--- src/rtl/gc_track_decoder_if.sv ---
// Position bus between a Gray position source and gc_track_decoder.
// master drives the Gray word and clear strobe; slave returns decode and tracking status.
interface gc_track_decoder_if #(
   parameter int unsigned WIDTH     = 4,
   parameter int unsigned POS_WIDTH = 16
);
   logic [WIDTH-1:0]     Gc_input;
   logic                 clr_pos;
   logic [WIDTH-1:0]     Bin_output;
   logic [POS_WIDTH-1:0] pos;
   logic                 step_valid;
   logic                 dir;
   logic                 err;
   logic [7:0]           err_count;

   modport master (
      output Gc_input, clr_pos,
      input  Bin_output, pos, step_valid, dir, err, err_count
   );

   modport slave (
      input  Gc_input, clr_pos,
      output Bin_output, pos, step_valid, dir, err, err_count
   );
endinterface

--- src/rtl/gc_track_decoder.sv ---
// Synchronizes an asynchronous Gray position word, decodes it to binary and
// accumulates single-bit steps into a signed position; multi-bit jumps are flagged.
module gc_track_decoder #(
   parameter int unsigned WIDTH       = 4,
   parameter int unsigned POS_WIDTH   = 16,
   parameter int unsigned SYNC_STAGES = 2
) (
   input logic               clk,
   input logic               rst,
   gc_track_decoder_if.slave bus
);

   localparam int unsigned FILL_W = $clog2(SYNC_STAGES + 1);

   typedef enum logic {
      FILL,
      TRACK
   } state_e;

   state_e               state_q;
   logic [FILL_W-1:0]    fill_q;
   logic [WIDTH-1:0]     sync_q [SYNC_STAGES];
   logic [WIDTH-1:0]     gs_prev_q;
   logic [WIDTH-1:0]     bin_q;
   logic [POS_WIDTH-1:0] pos_q;
   logic                 step_valid_q;
   logic                 dir_q;
   logic                 err_q;
   logic [7:0]           err_count_q;

   logic [WIDTH-1:0]     gs;
   logic [WIDTH-1:0]     diff_d;
   logic [WIDTH-1:0]     b_new_d;
   logic [WIDTH-1:0]     b_old_d;
   logic                 single_d;
   logic                 multi_d;
   logic                 up_d;

   // Binary bit i is the XOR of all Gray bits at or above i.
   function automatic logic [WIDTH-1:0] gray2bin(input logic [WIDTH-1:0] g);
      logic [WIDTH-1:0] b;
      b = g;
      for (int unsigned i = 1; i < WIDTH; i++) begin
         b = b ^ (g >> i);
      end
      return b;
   endfunction

   assign gs = sync_q[SYNC_STAGES-1];

   // Transition classification against the previous synchronized word.
   always_comb begin
      diff_d   = gs ^ gs_prev_q;
      b_new_d  = gray2bin(gs);
      b_old_d  = gray2bin(gs_prev_q);
      single_d = (diff_d != '0) && ((diff_d & (diff_d - WIDTH'(1))) == '0);
      multi_d  = (diff_d != '0) && !single_d;
      up_d     = ((b_new_d - b_old_d) == WIDTH'(1));
   end

   always_ff @(posedge clk) begin
      if (rst) begin
         for (int unsigned i = 0; i < SYNC_STAGES; i++) begin
            sync_q[i] <= '0;
         end
         state_q      <= FILL;
         fill_q       <= '0;
         gs_prev_q    <= '0;
         bin_q        <= '0;
         pos_q        <= '0;
         step_valid_q <= 1'b0;
         dir_q        <= 1'b0;
         err_q        <= 1'b0;
         err_count_q  <= '0;
      end else begin
         sync_q[0] <= bus.Gc_input;
         for (int unsigned i = 1; i < SYNC_STAGES; i++) begin
            sync_q[i] <= sync_q[i-1];
         end
         gs_prev_q    <= gs;
         bin_q        <= b_new_d;
         step_valid_q <= 1'b0;
         err_q        <= 1'b0;

         case (state_q)
            // Hold off tracking until the chain and gs_prev both carry the live input.
            FILL: begin
               if (fill_q == FILL_W'(SYNC_STAGES)) begin
                  state_q <= TRACK;
               end else begin
                  fill_q <= fill_q + FILL_W'(1);
               end
            end
            TRACK: begin
               if (single_d) begin
                  step_valid_q <= 1'b1;
                  dir_q        <= up_d;
                  pos_q        <= up_d ? (pos_q + POS_WIDTH'(1)) : (pos_q - POS_WIDTH'(1));
               end else if (multi_d) begin
                  err_q <= 1'b1;
                  if (err_count_q != 8'hFF) begin
                     err_count_q <= err_count_q + 8'd1;
                  end
               end
            end
            default: state_q <= FILL;
         endcase

         if (bus.clr_pos) begin
            pos_q <= '0;
         end
      end
   end

   assign bus.Bin_output = bin_q;
   assign bus.pos        = pos_q;
   assign bus.step_valid = step_valid_q;
   assign bus.dir        = dir_q;
   assign bus.err        = err_q;
   assign bus.err_count  = err_count_q;

endmodule

--- src/flat_wrapper.sv ---
// flat-port wrapper written by rule: the top's interface ports become plain ports
module gc_track_decoder_flat 
#(
   parameter int unsigned WIDTH       = 4,
   parameter int unsigned POS_WIDTH   = 16,
   parameter int unsigned SYNC_STAGES = 2
)
  (clk, rst, bus_Gc_input, bus_clr_pos, bus_Bin_output, bus_pos, bus_step_valid, bus_dir, bus_err, bus_err_count);
  gc_track_decoder_if #(.WIDTH(WIDTH), .POS_WIDTH(POS_WIDTH)) bus_i ();
  input logic clk;
  input logic rst;
  input wire logic [$bits(bus_i.Gc_input)-1:0] bus_Gc_input;
  input wire logic [$bits(bus_i.clr_pos)-1:0] bus_clr_pos;
  output wire logic [$bits(bus_i.Bin_output)-1:0] bus_Bin_output;
  output wire logic [$bits(bus_i.pos)-1:0] bus_pos;
  output wire logic [$bits(bus_i.step_valid)-1:0] bus_step_valid;
  output wire logic [$bits(bus_i.dir)-1:0] bus_dir;
  output wire logic [$bits(bus_i.err)-1:0] bus_err;
  output wire logic [$bits(bus_i.err_count)-1:0] bus_err_count;
  assign bus_i.Gc_input = bus_Gc_input;
  assign bus_i.clr_pos = bus_clr_pos;
  assign bus_Bin_output = bus_i.Bin_output;
  assign bus_pos = bus_i.pos;
  assign bus_step_valid = bus_i.step_valid;
  assign bus_dir = bus_i.dir;
  assign bus_err = bus_i.err;
  assign bus_err_count = bus_i.err_count;
  gc_track_decoder #(.WIDTH(WIDTH), .POS_WIDTH(POS_WIDTH), .SYNC_STAGES(SYNC_STAGES)) u_core (.clk(clk), .rst(rst), .bus(bus_i));
endmodule
--- config.mk ---
export PLATFORM = sky130hd
export DESIGN_NAME = gc_track_decoder_flat
export DESIGN_NICKNAME = d
export VERILOG_FILES = /design/src/rtl/gc_track_decoder_if.sv /design/src/rtl/gc_track_decoder.sv /design/src/flat_wrapper.sv
export SDC_FILE = /design/constraint.sdc
export NUM_CORES = 1
export LEC_CHECK = 0
export CAP_MARGIN = 40
export CORE_MARGIN = 2
export CORE_UTILIZATION = 51
export CTS_CLUSTER_DIAMETER = 150
export DETAILED_ROUTE_END_ITERATION = 12
export HOLD_SLACK_MARGIN = 0.15
export PLACE_DENSITY = 0.79
export SYNTH_ARGS = -nofsm -noshare
export SYNTH_HDL_FRONTEND = slang
export SYNTH_SLANG_ARGS = --single-unit
--- constraint.sdc ---
create_clock -name clk -period 8.2 [get_ports clk]
set_input_delay 1.23 -clock clk [delete_from_list [all_inputs] [get_ports clk]]
set_output_delay 1.23 -clock clk [all_outputs]
set_load 0.05 [all_outputs]
==> Word level (Yosys, flattened, before mapping) <==
Memories as Yosys holds them, arrays and structs flattened.
Cells that the tools add are included.
{ "totals": {"ff_bits": 38, "mem_bits_rw": 8, "output_inout_bits": 31, "word_cells": 53, "memories": 1} }
{ "mem_list": {"columns": ["memory", "words", "word_bits", "rd", "rd_clocked_by_memory_dff", "write_ports", "line", "rtl"], "rows": [
  ["u_core.sync_q", 2, 4, 2, 0, 2, "gc_track_decoder.sv:22", "logic [WIDTH-1:0] sync_q [SYNC_STAGES];"]
]} }
{ "classes": {"n_addsub": 6, "eq_ne": 3, "n_mux": 10, "bitwise": 13, "reduce_logical": 11} }
{ "op_table": {"columns": ["cell", "count"], "rows": [
  ["$add A16 B1 Y16 const B", 1],
  ["$mux W16", 1],
  ["$sub A16 B1 Y16 const B", 1],
  ["$add A8 B1 Y8 const B", 1],
  ["$mux W4", 2],
  ["$ne A8 B8 Y1 const B", 1],
  ["$xor A4 B1 Y4", 2],
  ["$xor A4 B2 Y4", 2],
  ["$xor A4 B3 Y4", 2],
  ["$mux W1", 7],
  ["$and A4 B4 Y4", 1],
  ["$eq A4 B1 Y1 const B", 1],
  ["$logic_not A4 Y1", 1],
  ["$reduce_and A2 Y1", 2],
  ["$reduce_and A4 Y1", 1],
  ["$reduce_bool A4 Y1", 1],
  ["$reduce_or A2 Y1", 2],
  ["$sub A4 B1 Y4 const B", 1],
  ["$sub A4 B4 Y4", 1],
  ["$xor A4 B4 Y4", 1],
  ["$not A1 Y1", 3],
  ["$reduce_or A3 Y1", 1],
  ["$add A2 B1 Y2 const B", 1],
  ["$eq A2 B2 Y1 const B", 1],
  ["other kinds (3)", 5]
]} }

==> Depth between registers and ports, before layout <==
Gate-level depths: netlist (run 1).
{ "depth": {"depth_word": 8, "mapped_depth": 16, "mapped_depth_nobuf": 16} }

==> Worst setup path after synthesis (run 1) <==
OpenSTA, ideal clock, no wires.
{ "synth_timing": {"path_type": "register -> register", "start": "memory u_core.sync_q[1][2] (netlist: u_core.sync_q[0][6])", "end": "register u_core.pos_q[12] (netlist: u_core.bus.pos[12])", "arrival_time_ns": 4.442, "t_required_ns": 8.137, "setup_slack_ns": 3.695, "path_stages_with_launch": 16, "period_less_slack_ns": 4.505, "cell_sequence": "dfxtp_1 xor2_1 xnor2_1 xor2_1 ha_1 nand3b_1 and3_1 o21ai_1 inv_1 fa_1 nand3b_1 a211o_1 a31oi_1 a31oi_1 or4_1 nand3_1"} }
{ "synth_lines": {"columns": ["element", "line", "rtl"], "rows": [
  ["start: declaration", "gc_track_decoder.sv:22", null],
  ["end signal: assignment", "gc_track_decoder.sv:98", "pos_q <= up_d ? (pos_q + POS_WIDTH'(1)) : (pos_q - POS_WIDTH'(1));"],
  ["end: declaration", "gc_track_decoder.sv:25", "logic [POS_WIDTH-1:0] pos_q;"]
]} }

==> key figures, run 1 <==
Worst setup path
  • Worst setup SP type: flip-flop
  • Worst endpoint required time: about 8500 ps
  • Crit-path max FO: 23
  • Critical Path Max Stage Delay: 420 ps
  • CP endpoint kind: flip-flop
  • CP cell instances: xor2_1 > xnor2_1 > xor2_1 > ha_1 > fa_1 > xnor2_1 > nor3b_1 > o21ai_1 > buf_4 > inv_1 > fa_1 > nand3b_1 > a211o_1 > a31oi_1 > a31oi_1 > or4_1 > nand3_1
  • FF-to-FF path depth: 17
  • Top Family by Delay on Critical Path: adder cells
  • Crit Path Class: reg2reg
  • RR Endpoint: u_core.bus.pos[12]
  • Crit path DAT: 4740 ps
  • Slowest CP cell: dfxtp_1
  • CP bufs+invs: 2
  • Reg-to-Reg Start: u_core.sync_q[0][6]
  • Flop2flop setup slack: 3710 ps

Final layout
  • Diode count: 0
  • Layout Utilization: 0.648
  • Share of cells above drive strength 1: 0.0456
  • Area grow syn2layout: 21.3%
  • Fillcell total: approximately 400
  • Final #Nets: 360

Yosys
  • Largest cells by area after synthesis: dfxtp_1 35%, ha_1 11%, xnor2_1 5.8%
  • Cell count after synthesis: 292
  • Most common cell in the synthesized netlist: dfxtp_1
  • Yosys top cell area share: 0.352
  • Syn_area_per_cell: just under 9 sq um
  • Post-Synthesis Net Count: 324
  • Top_reg_cell synth: dfxtp_1
  • Top cells by count, synth: 45 x dfxtp_1, 25 x nor2_1, 23 x ha_1, 23 x nand2_1, 18 x a21oi_1
  • Sequential fraction of the synthesis area: 0.352
  • Number of flops mapped to enable cells by yosys: 0
  • Post-synth top area cell: dfxtp_1
  • Asr flop ratio synth: 0
  • Unique masters post-synth: 49
  • Synth Warn #: 0
  • Cell Area, Synth: ~0.0026 sq mm
  • Synth Register Bits: 45

GRT
  • First-pass GRT wire length: 8810 um
  • Largest net degree at the start of global routing: 24
  • GRT overflow: 0
  • GRT Util Overall: 0.201
  • Initial antenna violation count: 0
  • Vias in the first global route: 1,936

Place
  • IO buf count: 37
  • GPL Wtd Cong: about 0.9
  • HPWL after detailed placement: 3640 um

Worst hold path
  • Worst hold path type: reg2reg
  • Hold-critical path endpoint: u_core.sync_q[0][5]
  • Hold Crit Start: u_core.sync_q[0][1]
  • Worst hold path stage count: 1

Floorplanning
  • Die Wd: 74.8 um
  • Num rows: 25
  • Ports: 38
  • Die height: 74.8 um
  • Die footprint: 0.00559 sq mm
  • Core area: 0.00479 sq mm
  • Initial cell density of the core: 0.534

STA
  • # setup viols final: 0
  • Clk_skew: approximately 5.1 ps
  • Period Utilization, post-route: 0.548
  • Min Hold Slack: around 450 ps
  • Worst-Margin Slew: roughly 850 ps
  • Max_slew headroom: 0.432
  • RSZ-0062 raised after global routing: no
  • Sum Neg Setup Slack: 0 ps
  • Period minus WS final: 4490 ps
  • Maximum clock rate: 222 MHz
  • Fin. Hold Viols: 0
  • Final max-slew violation count: 0

Detailed routing
  • Post-Route WL: 5050 um
  • Drt first pass iters: 4
  • Drt wl/cell: 12.8 um
  • Routed Antenna Nets: 0
  • Final routed DRC violation total: 0
  • Vias/cell: 5.36
  • Via count: 2,123
  • Initial DRC count: 117

Power
  • Pwr dens: roughly 200 mW/mm^2
  • LEAKAGE: 1.25 nW
  • Pwr Total: between 0.0006 and 0.0007 W
  • Maximum VDD drop: roughly 0.13 mV

Clocking
  • H-tree lvl count: 2
  • CTS tree: yes
  • CTS Buffer Depth: 2
  • CTS root buffer: clkbuf_8
  • Worst skew pair latency: ~300 ps
  • CTS resizes: 0
  • CTS Buf Count: 5
  • Hold Buf Count CTS: 0
  • Sink Count: 45
  • Clk slew on worst S/H paths: 90 ps
  • Setup bufs post-CTS: 0

Outcome
  • Run status: complete, no violations

Flow run
  • Max Cap Viol: 0
-- per-layer routing --
metal	GRT usage	wire (um)	up-vias
li1	-	-	1107
met1	0.285	2540	976
met2	0.314	2280	34
met3	0.0482	189	6
met4	0.0456	46	0
met5	0	0	-
-- worst max path at each step --
stage / startpoint / to / depth (start not counted)
2_1_floorplan: u_core.sync_q[0][6] / u_core.bus.pos[12] / 15
3_3_place_gp: u_core.sync_q[0][7] / u_core.bus.pos[12] / 17
3_5_place_dp: u_core.sync_q[0][6] / u_core.bus.pos[12] / 17
4_1_cts: u_core.sync_q[0][6] / u_core.bus.pos[12] / 17
5_1_grt: u_core.sync_q[0][6] / u_core.bus.pos[12] / 16
6_report: u_core.sync_q[0][6] / u_core.bus.pos[12] / 17
-- power breakdown --
group | switching, W | internal [W] | leakage (nW) | total, W
registers | 0.00000949 | 0.000232 | 0.366 | 0.000241
logic | 0.000120 | 0.0000817 | 0.820 | 0.000202
clock network | 0.0000834 | 0.0000935 | 0.0603 | 0.000177
-- state kept, by name, indices dropped and copies added, names as in the netlist --
| name | flops |
|---|---|
| u_core.bus.step_valid | 1 |
| u_core.bus.pos | 16 |
| u_core.bus.dir | 1 |
| u_core.sync_q | 8 |
| u_core.fill_q | 2 |
| u_core.state_q | 1 |
| u_core.gs_prev_q | 3 |
| u_core.bus.err | 1 |
| u_core.bus.Bin_output | 4 |
| u_core.bus.err_count | 8 |
-- per-stage QoR --
stage,area [sq um],std cells,worst slack [ps]
after floorplan,2560,292,3690
after global placement,2970,387,3950
after detailed placement,2980,388,3720
after CTS,3100,396,3700
after global routing,3100,396,3350
final,3100,396,3710
-- cell type report --
cell class              instances  area (sq um)  area share
multi-input cells             225          1560       0.503
flip-flops and latches         45           901       0.290
clock inverters                 3          50.0      0.0161
inverters                      12          45.0      0.0145
well taps                      67          83.8      0.0270
clock buffers                   5          68.8      0.0222
repair buffers                 39           393       0.127
-- logic make-up (layout without fill, tap and decap cells) --
group                      count (synthesis)  after routing  synth area share
buffers and inverters                     22             59            0.0372
muxes                                      1              1           0.00392
adders and majority gates                 26             26             0.132
AOI/OAI and AO/OA                         54             54             0.140
DFF                                       45             45             0.352
and+or+nand+nor                          112            112             0.224
xor gates and xnor gates                  32             32             0.110
-- layout by cell type, fill, tap and decap left out, types with 6 or more instances in the layout --
master           Yosys  layout
nand3_1             15      15
xor2_1              15      15
ha_1                23      23
nor2_1              25      25
dfxtp_1             45      45
nor2b_1             14      14
xnor2_1             17      17
nand2_1             23      23
clkdlybuf4s50_1      0      37
nand4_1             10      10
inv_1               12      12
o21ai_0              6       6
a21oi_1             18      18
a211oi_1             6       6
(Power assumes the default switching activity.)
==> run 2: changes to the inputs <==
- clock period: 8.2 -> 4.15 ns (I/O delays scaled with it)
==> run 2 against run 1 <==
Total power grew 100%; clock skew grew 2.0 ps; maximum frequency grew 15%; critical path type unchanged; critical endpoint unchanged; utilization grew 2.7 points; sequential power grew 98%; sequential share of layout area shrank 1.0 points; sequential cell count is the same.
==> key figures, run 2 (same netlist as run 1, synthesis figures left out) <==
Floorplanning
  • Num rows: 25 (unchanged)
  • Die height: 74.8 um (unchanged)
  • Initial cell density of the core: 0.534 (unchanged)
  • Die footprint: 0.00559 sq mm (unchanged)
  • Core area: 0.00479 sq mm (unchanged)
  • Ports: 38 (unchanged)
  • Die Wd: 74.8 um (unchanged)

Clocking
  • CTS root buffer: clkbuf_8
  • Worst skew pair latency: 300 ps (about the same)
  • Sink Count: 45 (unchanged)
  • H-tree lvl count: 2 (unchanged)
  • Hold Buf Count CTS: 0 (unchanged)
  • CTS Buffer Depth: 2 (unchanged)
  • CTS Buf Count: 5 (unchanged)
  • Clk slew on worst S/H paths: 90 ps (about the same)
  • CTS tree: yes

Flow run
  • Max Cap Viol: 0 (unchanged)

Place
  • GPL Wtd Cong: 0.938 (+4.6%)
  • HPWL after detailed placement: 3700 um (+1.8%)
  • IO buf count: 37 (unchanged)
  • Placement Setup Slack: 41.0 ps (-3680 ps)

STA
  • RSZ-0062 raised after global routing: no
  • Final max-slew violation count: 0 (unchanged)
  • Sum Neg Setup Slack: 0 ps (unchanged)
  • Maximum clock rate: 256 MHz (+15%)
  • Fin. Hold Viols: 0 (unchanged)
  • # setup viols final: 0 (unchanged)
  • Final worst setup slack: 247 ps (-3460 ps)
  • Max_slew headroom: 0.577 (+0.145)
  • Clk_skew: 7.11 ps (+1.96 ps)
  • Period Utilization, post-route: 0.941 (+0.392)
  • Period minus WS final: 3900 ps (-591 ps)
  • Worst-Margin Slew: 634 ps (-218 ps)
  • Min Hold Slack: 444 ps (-9.62 ps)

Worst setup path
  • FF-to-FF path depth: 16 (-1)
  • Crit path DAT: 4150 ps (-590 ps)
  • RR Endpoint: u_core.bus.pos[12]
  • Reg-to-Reg Start: u_core.sync_q[0][6]
  • Flop2flop setup slack: 250 ps (-3460 ps)
  • Worst setup SP type: flip-flop
  • CP endpoint kind: flip-flop
  • Crit Path Class: reg2reg
  • Crit-path max FO: 11 (-52%)
  • Worst endpoint required time: 4390 ps (-4060 ps)

Detailed routing
  • Initial DRC count: 133 (+14%)
  • Final routed DRC violation total: 0 (unchanged)
  • Drt wl/cell: 13.2 um (+3.2%)
  • Vias/cell: 5.40 (+0.77%)
  • Routed Antenna Nets: 0 (unchanged)
  • Drt first pass iters: 4 (unchanged)
  • Post-Route WL: 5330 um (+5.5%)
  • Via count: 2,188 (+3.1%)

Power
  • LEAKAGE: 1.30 nW (+4.2%)
  • Pwr Total: 0.00125 W (+100%)
  • Maximum VDD drop: 0.210 mV (+57%)
  • Pwr dens: 388 mW/mm^2 (+94%)

Outcome
  • Run status: complete, no violations

Worst hold path
  • Hold Crit Start: u_core.sync_q[0][1]
  • Worst hold path type: reg2reg
  • Worst hold path stage count: 1 (unchanged)
  • Hold-critical path endpoint: u_core.sync_q[0][5]

GRT
  • Initial antenna violation count: 0 (unchanged)
  • Largest net degree at the start of global routing: 32 (+33%)
  • First-pass GRT wire length: 8820 um (about the same)
  • GRT overflow: 0 (unchanged)
  • Vias in the first global route: 2,054 (+6.1%)
  • GRT Util Overall: 0.201 (-0.000503)

Final layout
  • Share of cells above drive strength 1: 0.109 (+0.0639)
  • Final #Nets: 369 (+2.5%)
  • Area grow syn2layout: 26.4%
  • Commonest non-fill, non-tap cell in the layout: dfxtp_1
  • Diode count: 0 (unchanged)
  • Max reg flops: 16 (unchanged)
  • Most frequent cells in the layout: 42 x dfxtp_1, 37 x clkdlybuf4s50_1, 25 x nor2_1
[run 2: cell types whose count changed in the layout (fill, tap and decap cells not counted), moves of 2 or more]
cell	change
xor2_1	-2
buf_4	+10
xor2_2	+2
dfxtp_1	-3
inv_6	+2
xnor2_2	+2
dfxtp_2	+3
xnor2_1	-2
[run 2: repair_timing]
action | 4_1_cts | 5_1_grt
setup endpoints to repair | 1 | 8
setup buffers | 0 | 3
hold endpoints to repair | 0 | 0
gates resized for setup | 1 | 12
pin swaps | 0 | 4
[run 2: worst max-delay path by stage]
stage / slack (ps) / endpoint / startpoint
after floorplan: 30 / u_core.bus.pos[12] / u_core.sync_q[0][6]
final: 250 / u_core.bus.pos[12] / u_core.sync_q[0][6]
after global routing: 7 / u_core.bus.pos[12] / u_core.bus.Bin_output[3]
after detailed placement: 40 / u_core.bus.pos[12] / u_core.sync_q[0][6]
after global placement: 160 / u_core.bus.pos[12] / u_core.sync_q[0][6]
after CTS: 0.9 / u_core.bus.pos[13] / u_core.sync_q[0][6]
[run 2: layout make-up]
cell class	instances	area (sq um)
clock buffers	5	68.8
fillers	391	1560
inverters	12	45.0
clock inverters	3	47.5
multi-input cells	225	1630
flip-flops and latches	45	905
repair buffers	48	453
well taps	67	83.8
[run 2: stage by stage]
| step | area [sq um] | instances | util |
|---|---|---|---|
| after global routing | 3230 | 405 | 0.675 |
| after global placement | 3020 | 394 | 0.632 |
| final | 3230 | 405 | 0.675 |
| after detailed placement | 3020 | 394 | 0.632 |
| after floorplan | 2560 | 292 | - |
| after CTS | 3150 | 402 | 0.658 |
[run 2: worst max-delay path, stage by stage (launching register included)]
cell and delay (ps):
dfxtp_2 400, xor2_2 220, xnor2_2 100, xor2_1 160, ha_1 230, fa_1 380
xnor2_1 150, nor3b_2 170, o21ai_2 90, buf_4 190, ha_2 390, nand3_1 150
a211o_1 370, a31oi_4 240, a31oi_1 130, or4_1 410, nand3_1 70
[run 2: power by group]
| group | internal [W] | leakage, nW | switching, W |
|---|---|---|---|
| sequential | 0.000458 | 0.367 | 0.0000196 |
| combinational | 0.000178 | 0.872 | 0.000254 |
| clock | 0.000184 | 0.0591 | 0.000160 |
[run 2: routing by layer]
| layer | vias up | part of all wire | track usage |
|---|---|---|---|
| met5 | - | 0 | 0 |
| met4 | 0 | 0.017 | 0.0952 |
| met3 | 7 | 0.032 | 0.0241 |
| met2 | 41 | 0.45 | 0.319 |
| met1 | 1019 | 0.50 | 0.274 |
| li1 | 1121 | - | - |
==> RTL edit (flow settings as in run 1) <==
`WIDTH` is set to 4 in 3 places; all go to 6.
--- a/src/rtl/gc_track_decoder_if.sv
+++ b/src/rtl/gc_track_decoder_if.sv
@@ -2,5 +2,5 @@
 // master drives the Gray word and clear strobe; slave returns decode and tracking status.
 interface gc_track_decoder_if #(
-   parameter int unsigned WIDTH     = 4,
+   parameter int unsigned WIDTH     = 6,
    parameter int unsigned POS_WIDTH = 16
 );
--- a/src/rtl/gc_track_decoder.sv
+++ b/src/rtl/gc_track_decoder.sv
@@ -2,5 +2,5 @@
 // accumulates single-bit steps into a signed position; multi-bit jumps are flagged.
 module gc_track_decoder #(
-   parameter int unsigned WIDTH       = 4,
+   parameter int unsigned WIDTH       = 6,
    parameter int unsigned POS_WIDTH   = 16,
    parameter int unsigned SYNC_STAGES = 2
--- a/src/flat_wrapper.sv
+++ b/src/flat_wrapper.sv
@@ -2,5 +2,5 @@
 module gc_track_decoder_flat 
 #(
-   parameter int unsigned WIDTH       = 4,
+   parameter int unsigned WIDTH       = 6,
    parameter int unsigned POS_WIDTH   = 16,
    parameter int unsigned SYNC_STAGES = 2
Interface: changed (resized bus_Bin_output and bus_Gc_input); port bits go from 38 to 42. The function was not compared with the original's and may differ.
==> RTL edit against run 1 <==
  * Final cell count up 11%
  * Critical path depth grew 3
  * Non-clock buffer count grew 3
  * Routed wire length is 9.7% higher
  * Count of clock-buffer cells in the layout increased by 1
  * Area after synthesis is 13% higher
  * Design area rose by 12%
  * Power grew 19%
  * Critical endpoint is now u_core.bus.pos[15]
  * Sequential cell count up 8
  * First-iteration DRC count is 26% lower
  * Utilization decreased by 1.6 points
  * Setup slack got worse by 1.2 ns
  * Hold slack lost 0.019 ns
==> RTL edit: results (changes against run 1) <==
count of TritonRoute iterations in the first routing pass 4 (unchanged); Met2 Wirelength 2760 µm (+21%); met1 Usage GRT 21.6% (-6.9 points); register area share after synthesis 36.9% (+1.6 points); GR met3 Demand/Resource 4.09% (-0.73 points); endpoint arrival time on the critical path 5.89 ns (+1.15 ns); gp weighted congestion 0.877 (-2.3%); HPWL Detailed 4090 µm (+12%); most frequent cells after synthesis sky130_fd_sc_hd__dfxtp_1, sky130_fd_sc_hd__nor2_1, sky130_fd_sc_hd__nor2b_1; FF-to-FF Start u_core.sync_q[0][11]; worst slack, placed 2.64 ns (-1.09 ns); Final TNS setup 0 ns (unchanged); sum of routed wire segments on met1 2480 µm (-2.0%); max reg flops 16 (unchanged); global-route wire length before repair 9500 µm (+7.8%); top post-synthesis cells by area sky130_fd_sc_hd__dfxtp_1, sky130_fd_sc_hd__ha_1, sky130_fd_sc_hd__nor2_1, sky130_fd_sc_hd__xor2_1, sky130_fd_sc_hd__nor2b_1; violation count after the first detailed-route iteration 87 (-26%); # fillers 469 (+14%); leakage power figure 1.43 nW (+15%); number of library cell types mapped by synthesis 42 (-14%); final net count 399 (+11%); wire length on met3 204 µm (+7.9%); drt via density 5.27 (-1.6%); met2 demand-to-capacity share in global routing 34.7% (+3.4 points); Worst Clk Skew 0.0107 ns (+0.00559 ns); total wire length 5540 µm (+9.7%); Hold Crit Start u_core.sync_q[0][1]; GRT Util Overall 18.9% (-1.2 points); post-synthesis net count 359 (+11%); warning count from the yosys run 0 (unchanged); pin count of the biggest net entering global routing 39 (+63%); maximum resistive drop on vdd 0.105 mV (-22%); pin slew with the least headroom to its limit 0.878 ns (+0.0262 ns); Clock transition at path regs 0.10 ns; ratio of cells with drive above 1 in the final layout 4.61% (+0.048 points); largest fanout on the critical path 14 (-39%); run status finished clean; number of I/O port buffers 41 (+11%); number of global-route vias before repair 2226 (+15%)
## RTL edit: cell type report
class,instances,area [µm²],share of cell area (%)
clock inverters,2,38.8,1.12
repair buffers,42,418,12.1
flip-flops and latches,53,1060,30.7
multi-input cells,249,1720,49.6
clock buffers,6,72.6,2.10
inverters,17,63.8,1.84
well taps,72,90.1,2.60
## RTL edit: power by group
part           internal (mW)  leakage, nW  switching [mW]  total (mW)
logic                  0.118        0.946           0.157       0.275
clock network         0.0917       0.0554          0.0847       0.176
registers              0.275        0.432          0.0124       0.287
## RTL edit: cell families (layout without fill, tap and decap cells)
group	Yosys count	in the layout	share of synthesized area [%]
multiplexers	6	6	2.09
AND/OR/NAND/NOR	117	117	19.2
AO/OA/AOI/OAI	65	65	14.9
adder cells (fa/ha/maj)	22	22	9.82
flip-flops	53	53	36.9
XOR/XNOR	39	39	13.7
buffers and inverters	26	67	3.52
## RTL edit: per-stage QoR
stage	total power, mW	cell area (µm²)	util (%)	cells
final	0.738	3460	63.2	441
after global routing	0.789	3460	63.2	441
after CTS	0.746	3460	63.2	441
after detailed placement	0.565	3350	61.2	433
after global placement	0.558	3350	61.2	433
after floorplan	0.510	2880	-	328
## RTL edit: worst paths after layout
| path | end | slack (ns) | cells past startpoint |
|---|---|---|---|
| worst max-delay path | u_core.bus.pos[15] | 2.54 | 20 |
| worst min-delay path | u_core.sync_q[0][7] | 0.43 | 1 |
| worst max register to register | u_core.bus.pos[15] | 2.54 | 20 |
| worst min register to register | u_core.sync_q[0][7] | 0.43 | 1 |
## RTL edit: worst max-delay path, stage by stage (launching register included)
cell,delay [ns]
sky130_fd_sc_hd__dfxtp_1,0.36
sky130_fd_sc_hd__xnor2_2,0.28
sky130_fd_sc_hd__xor2_1,0.29
sky130_fd_sc_hd__xor2_1,0.30
sky130_fd_sc_hd__xnor2_1,0.19
sky130_fd_sc_hd__ha_1,0.30
sky130_fd_sc_hd__or2_2,0.29
sky130_fd_sc_hd__a31oi_1,0.16
sky130_fd_sc_hd__a31oi_1,0.07
sky130_fd_sc_hd__mux2i_1,0.16
sky130_fd_sc_hd__a2111oi_4,0.44
sky130_fd_sc_hd__inv_1,0.35
sky130_fd_sc_hd__ha_1,0.40
sky130_fd_sc_hd__a211oi_1,0.33
sky130_fd_sc_hd__o21ai_0,0.14
sky130_fd_sc_hd__o2111a_1,0.26
sky130_fd_sc_hd__or2_2,0.31
sky130_fd_sc_hd__a311oi_1,0.31
sky130_fd_sc_hd__xnor2_1,0.11
sky130_fd_sc_hd__or3_1,0.33
sky130_fd_sc_hd__a21oi_1,0.16
